File: config.mk
export PLATFORM = sky130hd
export DESIGN_NAME = fetch_stage
export DESIGN_NICKNAME = d
export VERILOG_FILES = /design/src/rtl/fetch_stage.sv
export SDC_FILE = /design/constraint.sdc
export NUM_CORES = 1
export LEC_CHECK = 0
export CORE_MARGIN = 5
export CORE_UTILIZATION = 42
export CTS_CLUSTER_SIZE = 20
export DETAILED_ROUTE_END_ITERATION = 12
export HOLD_SLACK_MARGIN = 0.12
export PLACE_DENSITY = 0.77
export REMOVE_ABC_BUFFERS = 1
export SYNTH_ARGS = -nofsm -noshare
export SYNTH_HDL_FRONTEND = slang
export SYNTH_SLANG_ARGS = --single-unit
File: constraint.sdc
create_clock -name clk -period 2.05 [get_ports clk]
set_input_delay 0.205 -clock clk [delete_from_list [all_inputs] [get_ports clk]]
set_output_delay 0.205 -clock clk [all_outputs]
set_load 0.03 [all_outputs]
File: src/rtl/fetch_stage.sv
// Instruction fetch with a single-outstanding imem handshake, a one-entry skid buffer and the IF/ID register.
// Latency: a response delivers to IF/ID on the next edge. The next request issues the cycle after that.
module fetch_stage #(
  parameter logic [31:0] RESET_PC  = 32'hBFC00000,
  parameter logic [31:0] NOP_INSTR = 32'h00000013
) (
  input  logic        clk,
  input  logic        rst,
  input  logic        StallF,
  input  logic        StallD,
  input  logic        FlushD,
  input  logic [1:0]  PCSrcE,
  input  logic [31:0] PCTargetE,
  input  logic [31:0] ALUResultE,
  output logic        imem_req,
  output logic [31:0] imem_addr,
  input  logic        imem_ready,
  input  logic        imem_rvalid,
  input  logic [31:0] imem_rdata,
  output logic [31:0] PCF,
  output logic [31:0] InstrD,
  output logic [31:0] PCD,
  output logic [31:0] PCPlus4D,
  output logic        ValidD
);

  typedef enum logic [1:0] {S_FETCH, S_WAIT, S_HOLD, S_DISCARD} state_t;

  state_t      state, state_next;
  logic [31:0] req_pc;
  logic [31:0] skid_instr;

  logic        redirect;
  logic [31:0] redirect_pc;
  logic        accept;
  logic        deliver;
  logic [31:0] deliver_instr;
  logic        capture;
  logic [31:0] pc_next;
  logic [31:0] req_pc_plus4;

  assign redirect     = (PCSrcE == 2'b01) || (PCSrcE == 2'b10);
  assign redirect_pc  = (PCSrcE == 2'b01) ? PCTargetE : (ALUResultE & ~32'd1);
  assign imem_req     = !rst && (state == S_FETCH) && !StallF;
  assign imem_addr    = PCF;
  assign accept       = imem_req && imem_ready;
  assign req_pc_plus4 = req_pc + 32'd4;

  always_comb begin
    state_next    = state;
    pc_next       = PCF;
    deliver       = 1'b0;
    deliver_instr = skid_instr;
    capture       = 1'b0;
    case (state)
      S_FETCH: begin
        if (accept) state_next = redirect ? S_DISCARD : S_WAIT;
      end
      S_WAIT: begin
        if (redirect) begin
          state_next = imem_rvalid ? S_FETCH : S_DISCARD;
        end else if (imem_rvalid) begin
          if (StallD) begin
            capture    = 1'b1;
            state_next = S_HOLD;
          end else begin
            deliver       = 1'b1;
            deliver_instr = imem_rdata;
            pc_next       = req_pc_plus4;
            state_next    = S_FETCH;
          end
        end
      end
      S_HOLD: begin
        if (redirect) begin
          state_next = S_FETCH;
        end else if (!StallD) begin
          deliver    = 1'b1;
          pc_next    = req_pc_plus4;
          state_next = S_FETCH;
        end
      end
      default: begin
        if (imem_rvalid) state_next = S_FETCH;
      end
    endcase
    // Redirect wins over sequential PC advance in every state.
    if (redirect) pc_next = redirect_pc;
  end

  always_ff @(posedge clk) begin
    if (rst) begin
      state      <= S_FETCH;
      PCF        <= RESET_PC;
      req_pc     <= RESET_PC;
      skid_instr <= NOP_INSTR;
    end else begin
      state <= state_next;
      PCF   <= pc_next;
      if (accept) req_pc <= PCF;
      if (capture) skid_instr <= imem_rdata;
    end
  end

  // IF/ID register: flush beats stall, stall beats delivery/bubble.
  always_ff @(posedge clk) begin
    if (rst) begin
      InstrD   <= NOP_INSTR;
      PCD      <= 32'd0;
      PCPlus4D <= 32'd0;
      ValidD   <= 1'b0;
    end else if (FlushD) begin
      InstrD <= NOP_INSTR;
      ValidD <= 1'b0;
    end else if (!StallD) begin
      if (deliver) begin
        InstrD   <= deliver_instr;
        PCD      <= req_pc;
        PCPlus4D <= req_pc_plus4;
        ValidD   <= 1'b1;
      end else begin
        InstrD <= NOP_INSTR;
        ValidD <= 1'b0;
      end
    end
  end

endmodule

==> results of run 1 <==
-- cells by family after synthesis --
logic type / after synthesis / synth area share, %
simple gates: 436 / 21.6
fa+ha+maj: 5 / 0.740
buf+inv: 130 / 7.64
xor+xnor: 27 / 2.80
compound gates: 259 / 17.7
mux: 31 / 3.79
flops: 193 / 45.7
-- metal layers --
metal,GRT usage (%),routed length (µm),up-vias
li1,-,-,4117
met1,29.9,11700,3936
met2,37.6,13500,383
met3,3.83,1910,56
met4,9.29,837,0
met5,0,0,-
-- power by group through the flow --
stage / Clock, mW / Sequential (mW) / Combinational, mW
finish: 3.45 / 4.19 / 2.37
global placement: 0 / 4.27 / 2.30
floorplan: 0 / 4.63 / 0.759
global route: 3.65 / 4.22 / 2.52
detailed placement: 0 / 4.27 / 2.33
CTS: 3.50 / 4.18 / 2.34
-- cells in the final DEF, fill, tap and decap left out, types with 4 or more instances in the layout --
cell               n
nor3_1             9
a211oi_2           7
clkdlybuf4s50_1  263
nor4_1             9
clkbuf_8           5
buf_12            14
o21ai_0           45
buf_4             57
mux2i_1           23
clkbuf_16         19
nand3_1           16
o31ai_1            5
nand4_1            9
a22oi_1            6
inv_1             13
o22ai_1           12
nand2_1          263
a211oi_1          21
xor2_1             7
and4_1             5
dfxtp_1          192
xnor2_1           20
a21oi_1          148
nor2_1            99
mux2_2             8
ha_1               4
-- layout make-up --
type,count,area (µm²)
Fill cell,1724,7370
Multi-Input combinational cell,758,4000
Sequential cell,193,3860
Timing Repair Buffer,338,3410
Clock buffer,23,498
Tap cell,265,332
Clock inverter,9,118
Inverter,14,52.6
Antenna cell,2,5.00
-- sequential cells by signal, indices dropped and copies added, names as in the netlist --
name and cells:
InstrD 32, PCD 32, PCF 32, PCPlus4D 30
ValidD 1, req_pc 32, skid_instr 32, state 2
-- stage by stage --
step                      TNS [ns]  instances  setup slack (ns)  hold WS, ns
after floorplan            -267.46        965             -3.35        0.270
after global placement      -13.05       1562            -0.167        0.442
after detailed placement    -17.93       1562            -0.265        0.447
after CTS                        0       1595            0.0603        0.332
after global routing             0       1602           0.00112        0.354
final                            0       1602            0.0842        0.354
-- worst min-delay path, stage by stage --
cell and delay, ns:
clkdlybuf4s50_1 0.42, nand2_1 0.06, a21oi_1 0.05
-- worst max-delay path by stage --
stage                             from                        end  slack (ns)  cells after the start
2_1_floorplan    state[0]$_SDFFE_PP0P_      state[1]$_SDFFE_PP0P_       -3.35                      7
3_3_place_gp                 PCSrcE[1]  PCPlus4D[20]$_SDFFE_PP0P_       -0.17                      9
3_5_place_dp                 PCSrcE[1]  PCPlus4D[21]$_SDFFE_PP0P_       -0.27                      9
4_1_cts        req_pc[16]$_SDFFE_PP0P_  PCPlus4D[17]$_SDFFE_PP0P_        0.06                      6
5_1_grt          state[0]$_SDFFE_PP0P_  PCPlus4D[22]$_SDFFE_PP0P_       0.001                      9
6_report       req_pc[16]$_SDFFE_PP0P_  PCPlus4D[17]$_SDFFE_PP0P_        0.08                      6
-- timing repair --
item | 4_1_cts | 5_1_grt
hold buffers | 1 | 0
endpoints found under the setup margin | 0 | 25
hold endpoints to repair | 2 | 0
buffers inserted | 0 | 3
resized for setup | 0 | 9
==> impl_metrics.env, run 1 <==
export IMPL_placed_area_um2=11500
export IMPL_worst_path_largest_cell_delay_ns=0.41
export IMPL_crit_type="reg -> reg"
export IMPL_power_internal_mw=6.99
export IMPL_cts_max_path_buffers=2
export IMPL_ys_types=50
export IMPL_clk_root_buffer_cell="clkbuf_16"
export IMPL_synthCells=1081
export IMPL_avgSynthCellArea_um2=7.82
export IMPL_drt_iter0_drc=732
export IMPL_r2r_setup_slack_ns=0.08
export IMPL_viasPerCell=5.30
export IMPL_numCtsBuffers=17
export IMPL_num_vias=8492
export IMPL_die_area_um2=23100
export IMPL_layout_nets=1432
export IMPL_path_clk_slew_ns=0.07
export IMPL_min_to="skid_instr[27]$_SDFFE_PP0P_"
export IMPL_rows=51
export IMPL_fmax_ghz=0.509
export IMPL_status="finished clean"
export IMPL_yosys_top_cells_count="nand2_1, dfxtp_1, a21oi_1"
export IMPL_worstMarginPinSlew_ns=0.642
export IMPL_die_w_um=152
export IMPL_yosys_register_bits=193
export IMPL_skew_ns=0.0105
export IMPL_start_util_pct=43.0
export IMPL_antenna_found_initial=2
export IMPL_rr_worst_depth=6
export IMPL_netlist_area_um2=8450
export IMPL_crit_required_ns=2.35
export IMPL_core_region_area_um2=19700
export IMPL_worstHoldPathCells=3
export IMPL_critPathCaptureType="flop"
export IMPL_fin_area_um2=12300
export IMPL_finalWirelength_mm=28.0
export IMPL_vdd_drop_max_v=0.000606
export IMPL_worstPathCellList="and4_1 -> nand3_4 -> buf_4 -> nor3_1 -> xnor2_1 -> a211oi_1"
export IMPL_grt_setup_unrepaired="false"
export IMPL_synth_area_leaders="dfxtp_1, nand2_1, a21oi_1"
export IMPL_synth_top_area_share_pct=45.7
export IMPL_clock_latency_ns=0.43
export IMPL_top_level_ports=267
export IMPL_clockPowerShare_pct=34.5
export IMPL_pwr_share_comb_pct=23.7
export IMPL_syn2layout_area_growth_pct=45.3
export IMPL_arrival_ns=2.27
export IMPL_hold_viol=0
export IMPL_htreeDepth=4
export IMPL_cp_slowest_cell="dfxtp_1"
export IMPL_synth_edf_count=0
export IMPL_overflow=0
export IMPL_p_sw_share_pct=30.2
export IMPL_yosysSeqAreaShare_pct=45.7
export IMPL_finalCoreUtilization_pct=62.5
export IMPL_finalMaxSlewViolations=0
export IMPL_r2r_start="req_pc[16]$_SDFFE_PP0P_"
export IMPL_p_per_area_nw_per_um2=815
export IMPL_grt_pass1_wl_mm=43.6
export IMPL_setup_viol=0
export IMPL_period_needed_ns=1.97
export IMPL_yosys_area_top_type="dfxtp_1"
export IMPL_fin_total_pwr_mw=10.0
export IMPL_gp_congestion=0.882
export IMPL_synthArstFlopShare_pct=0
export IMPL_pwr_share_seq_pct=41.9
export IMPL_max_slew_margin_pct=57.2
export IMPL_wire_per_inst_um=17.5
export IMPL_crit_family="simple AND/OR/NAND/NOR gates"
export IMPL_min_path_type="in -> reg"
export IMPL_drive_gt1_share_pct=10.4
export IMPL_power_switching_mw=3.02
export IMPL_drt_drc_violations_left=0
export IMPL_grt_usage_pct=22.8
export IMPL_cp_buffers_inverters=1
export IMPL_postRouteAntennaNets=0
export IMPL_synth_main_ff_cell="dfxtp_1"
export IMPL_finalCritPeriodShare_pct=95.9
export IMPL_p_leak_nw=4.20
export IMPL_crit_fanout=13
export IMPL_worstSetupStartpointType="flop"
export IMPL_yosys_warnings=0
export IMPL_die_y_um=152
export IMPL_cts_sinks=193
export IMPL_hold_start="imem_rdata[27]"
export IMPL_grt_max_degree=62
export IMPL_portBuffers=265
export IMPL_grt_pass1_vias=7987
export IMPL_post_dp_hpwl_mm=20.1
export IMPL_drv_cap=0
export IMPL_regToRegEndpoint="PCPlus4D[17]$_SDFFE_PP0P_"
export IMPL_firstDrtPassIters=5
export IMPL_cts_tree="built"
export IMPL_synth_most_common_cell="nand2_1"
(Power assumes the default switching activity.)
==> run 2: changes to the inputs <==
--- a/config.mk
+++ b/config.mk
@@ -5,7 +5,7 @@
 export SDC_FILE = /design/constraint.sdc
 export NUM_CORES = 1
 export LEC_CHECK = 0
-export CORE_MARGIN = 5
+export ABC_CLOCK_PERIOD_IN_PS = 2050
 export CORE_UTILIZATION = 42
 export CTS_CLUSTER_SIZE = 20
 export DETAILED_ROUTE_END_ITERATION = 12
==> impl_metrics.env, run 2 (synthesis gave the netlist of run 1 again) <==
export IMPL_cts_sinks=193
export IMPL_overflow=0
export IMPL_antenna_found_initial=0
export IMPL_p_leak_nw=4.13
export IMPL_worstMarginPinSlew_ns=0.659
export IMPL_rows=51
export IMPL_gp_congestion=0.860
export IMPL_p_per_area_nw_per_um2=819
export IMPL_die_area_um2=20700
export IMPL_finalMaxSlewViolations=0
export IMPL_r2r_setup_slack_ns=0.08
export IMPL_layout_common_cells="nand2_1, clkdlybuf4s50_1, dfxtp_1, a21oi_1, nor2_1"
export IMPL_dpl_cell_count=1557
export IMPL_setup_viol=0
export IMPL_crit_fanout=10
export IMPL_clk_root_buffer_cell="clkbuf_16"
export IMPL_core_region_area_um2=19600
export IMPL_tns_ns=0
export IMPL_wire_per_inst_um=16.7
export IMPL_max_slew_margin_pct=56.1
export IMPL_instances_no_fill=1592
export IMPL_grt_pass1_wl_mm=40.3
export IMPL_critPathCaptureType="flop"
export IMPL_layout_nets=1423
export IMPL_finalCritPeriodShare_pct=96.1
export IMPL_drv_cap=0
export IMPL_htreeDepth=4
export IMPL_status="finished clean"
export IMPL_drive_gt1_share_pct=9.88
export IMPL_fill_cells=1709
export IMPL_viasPerCell=5.24
export IMPL_drt_iter0_drc=554
export IMPL_worst_path_largest_cell_delay_ns=0.56
export IMPL_dp_slack_ns=-0.287
export IMPL_vdd_drop_max_v=0.000675
export IMPL_clock_latency_ns=0.44
export IMPL_fin_ws_ns=0.0803
export IMPL_crit_required_ns=2.36
export IMPL_hold_viol=0
export IMPL_period_needed_ns=1.97
export IMPL_worstPathCellList="inv_1 -> or3_1 -> nor4_1 -> xnor2_1 -> o21ai_0"
export IMPL_postRouteAntennaNets=0
export IMPL_syn2layout_area_growth_pct=43.7
export IMPL_drt_drc_violations_left=0
export IMPL_grt_max_degree=60
export IMPL_min_path_type="in -> reg"
export IMPL_hold_start="rst"
export IMPL_fmax_ghz=0.508
export IMPL_die_w_um=144
export IMPL_top_level_ports=267
export IMPL_cts_tree="built"
export IMPL_cts_max_path_buffers=2
export IMPL_placed_area_um2=11500
export IMPL_grt_pass1_vias=7710
export IMPL_crit_start="req_pc[21]$_SDFFE_PP0P_"
export IMPL_r2r_start="req_pc[21]$_SDFFE_PP0P_"
export IMPL_crit_type="reg -> reg"
export IMPL_skew_ns=0.0109
export IMPL_grt_usage_pct=25.2
export IMPL_numCtsBuffers=17
export IMPL_worstSetupStartpointType="flop"
export IMPL_finalWirelength_mm=26.6
export IMPL_path_clk_slew_ns=0.07
export IMPL_multi_input_area_um2=4000
export IMPL_post_dp_hpwl_mm=19.1
export IMPL_fin_area_um2=12100
export IMPL_cp_slowest_cell="or3_1"
export IMPL_firstDrtPassIters=5
export IMPL_grt_setup_unrepaired="true"
export IMPL_hold_buffers=0
export IMPL_crit_family="simple AND/OR/NAND/NOR gates"
export IMPL_num_vias=8347
export IMPL_start_util_pct=43.1
export IMPL_cp_buffers_inverters=1
export IMPL_die_y_um=144
export IMPL_portBuffers=265
export IMPL_regArea_um2=3860
export IMPL_arrival_ns=2.28
run 2: cell types whose count changed in the layout (fill, tap and decap cells not counted), moves of 2 or more:
cell / before / now
clkinv_8: 0 / 3
a2111oi_0: 0 / 2
ha_1: 4 / 2
inv_6: 3 / 6
buf_4: 57 / 53
a2111oi_1: 2 / 0
buf_12: 14 / 11
clkbuf_8: 5 / 1
run 2: metrics by stage:
stage / utilization (%) / total power, mW / hold slack [ns]
after global placement: 58.5 / 6.55 / 0.442
after CTS: 61.6 / 9.93 / 0.122
after floorplan: - / 5.39 / 0.270
after global routing: 62.0 / 10.3 / 0.142
after detailed placement: 58.5 / 6.59 / 0.446
final: 62.0 / 9.94 / 0.138
run 2: layout make-up:
type | count | area share, %
Inverter | 14 | 0.433
Clock buffer | 18 | 3.62
Sequential cell | 193 | 31.8
Antenna cell | 1 | 0.0206
Clock inverter | 14 | 1.38
Multi-Input combinational cell | 758 | 32.9
Tap cell | 265 | 2.73
Timing Repair Buffer | 329 | 27.1
run 2: power by group:
group          total, mW  internal [mW]  switching (mW)
clock               3.37           1.78            1.60
sequential          4.20           3.96           0.240
combinational       2.36           1.06            1.30
total               9.94           6.80            3.14
run 2: path summary, 6_finish.rpt:
check | endpoint | cells past startpoint
worst max-delay path | PCF[27]$_SDFFE_PP1P_ | 5
worst min-delay path | state[1]$_SDFFE_PP0P_ | 2
worst max register to register | PCF[27]$_SDFFE_PP1P_ | 5
worst min register to register | skid_instr[31]$_SDFFE_PP0P_ | 2
run 2: repair_timing:
action,in CTS,in global routing
endpoints found under the setup margin,0,40
resized for setup,0,6
setup buffers,0,1
run 2: metal layers:
metal / up-vias / track usage, % / share of wire (%)
met3: 46 / 4.73 / 6.5
met1: 3906 / 32.4 / 43
met2: 294 / 40.9 / 48
li1: 4101 / - / -
met5: - / 0 / 0
met4: 0 / 11.1 / 2.6
==> run 3: changes to the inputs <==
--- a/config.mk
+++ b/config.mk
@@ -12,6 +12,7 @@
 export HOLD_SLACK_MARGIN = 0.12
 export PLACE_DENSITY = 0.77
 export REMOVE_ABC_BUFFERS = 1
+export SLEW_MARGIN = 20
 export SYNTH_ARGS = -nofsm -noshare
 export SYNTH_HDL_FRONTEND = slang
 export SYNTH_SLANG_ARGS = --single-unit
==> results of run 3 <==
Final layout, timing and power as in run 2 (identical DEF).
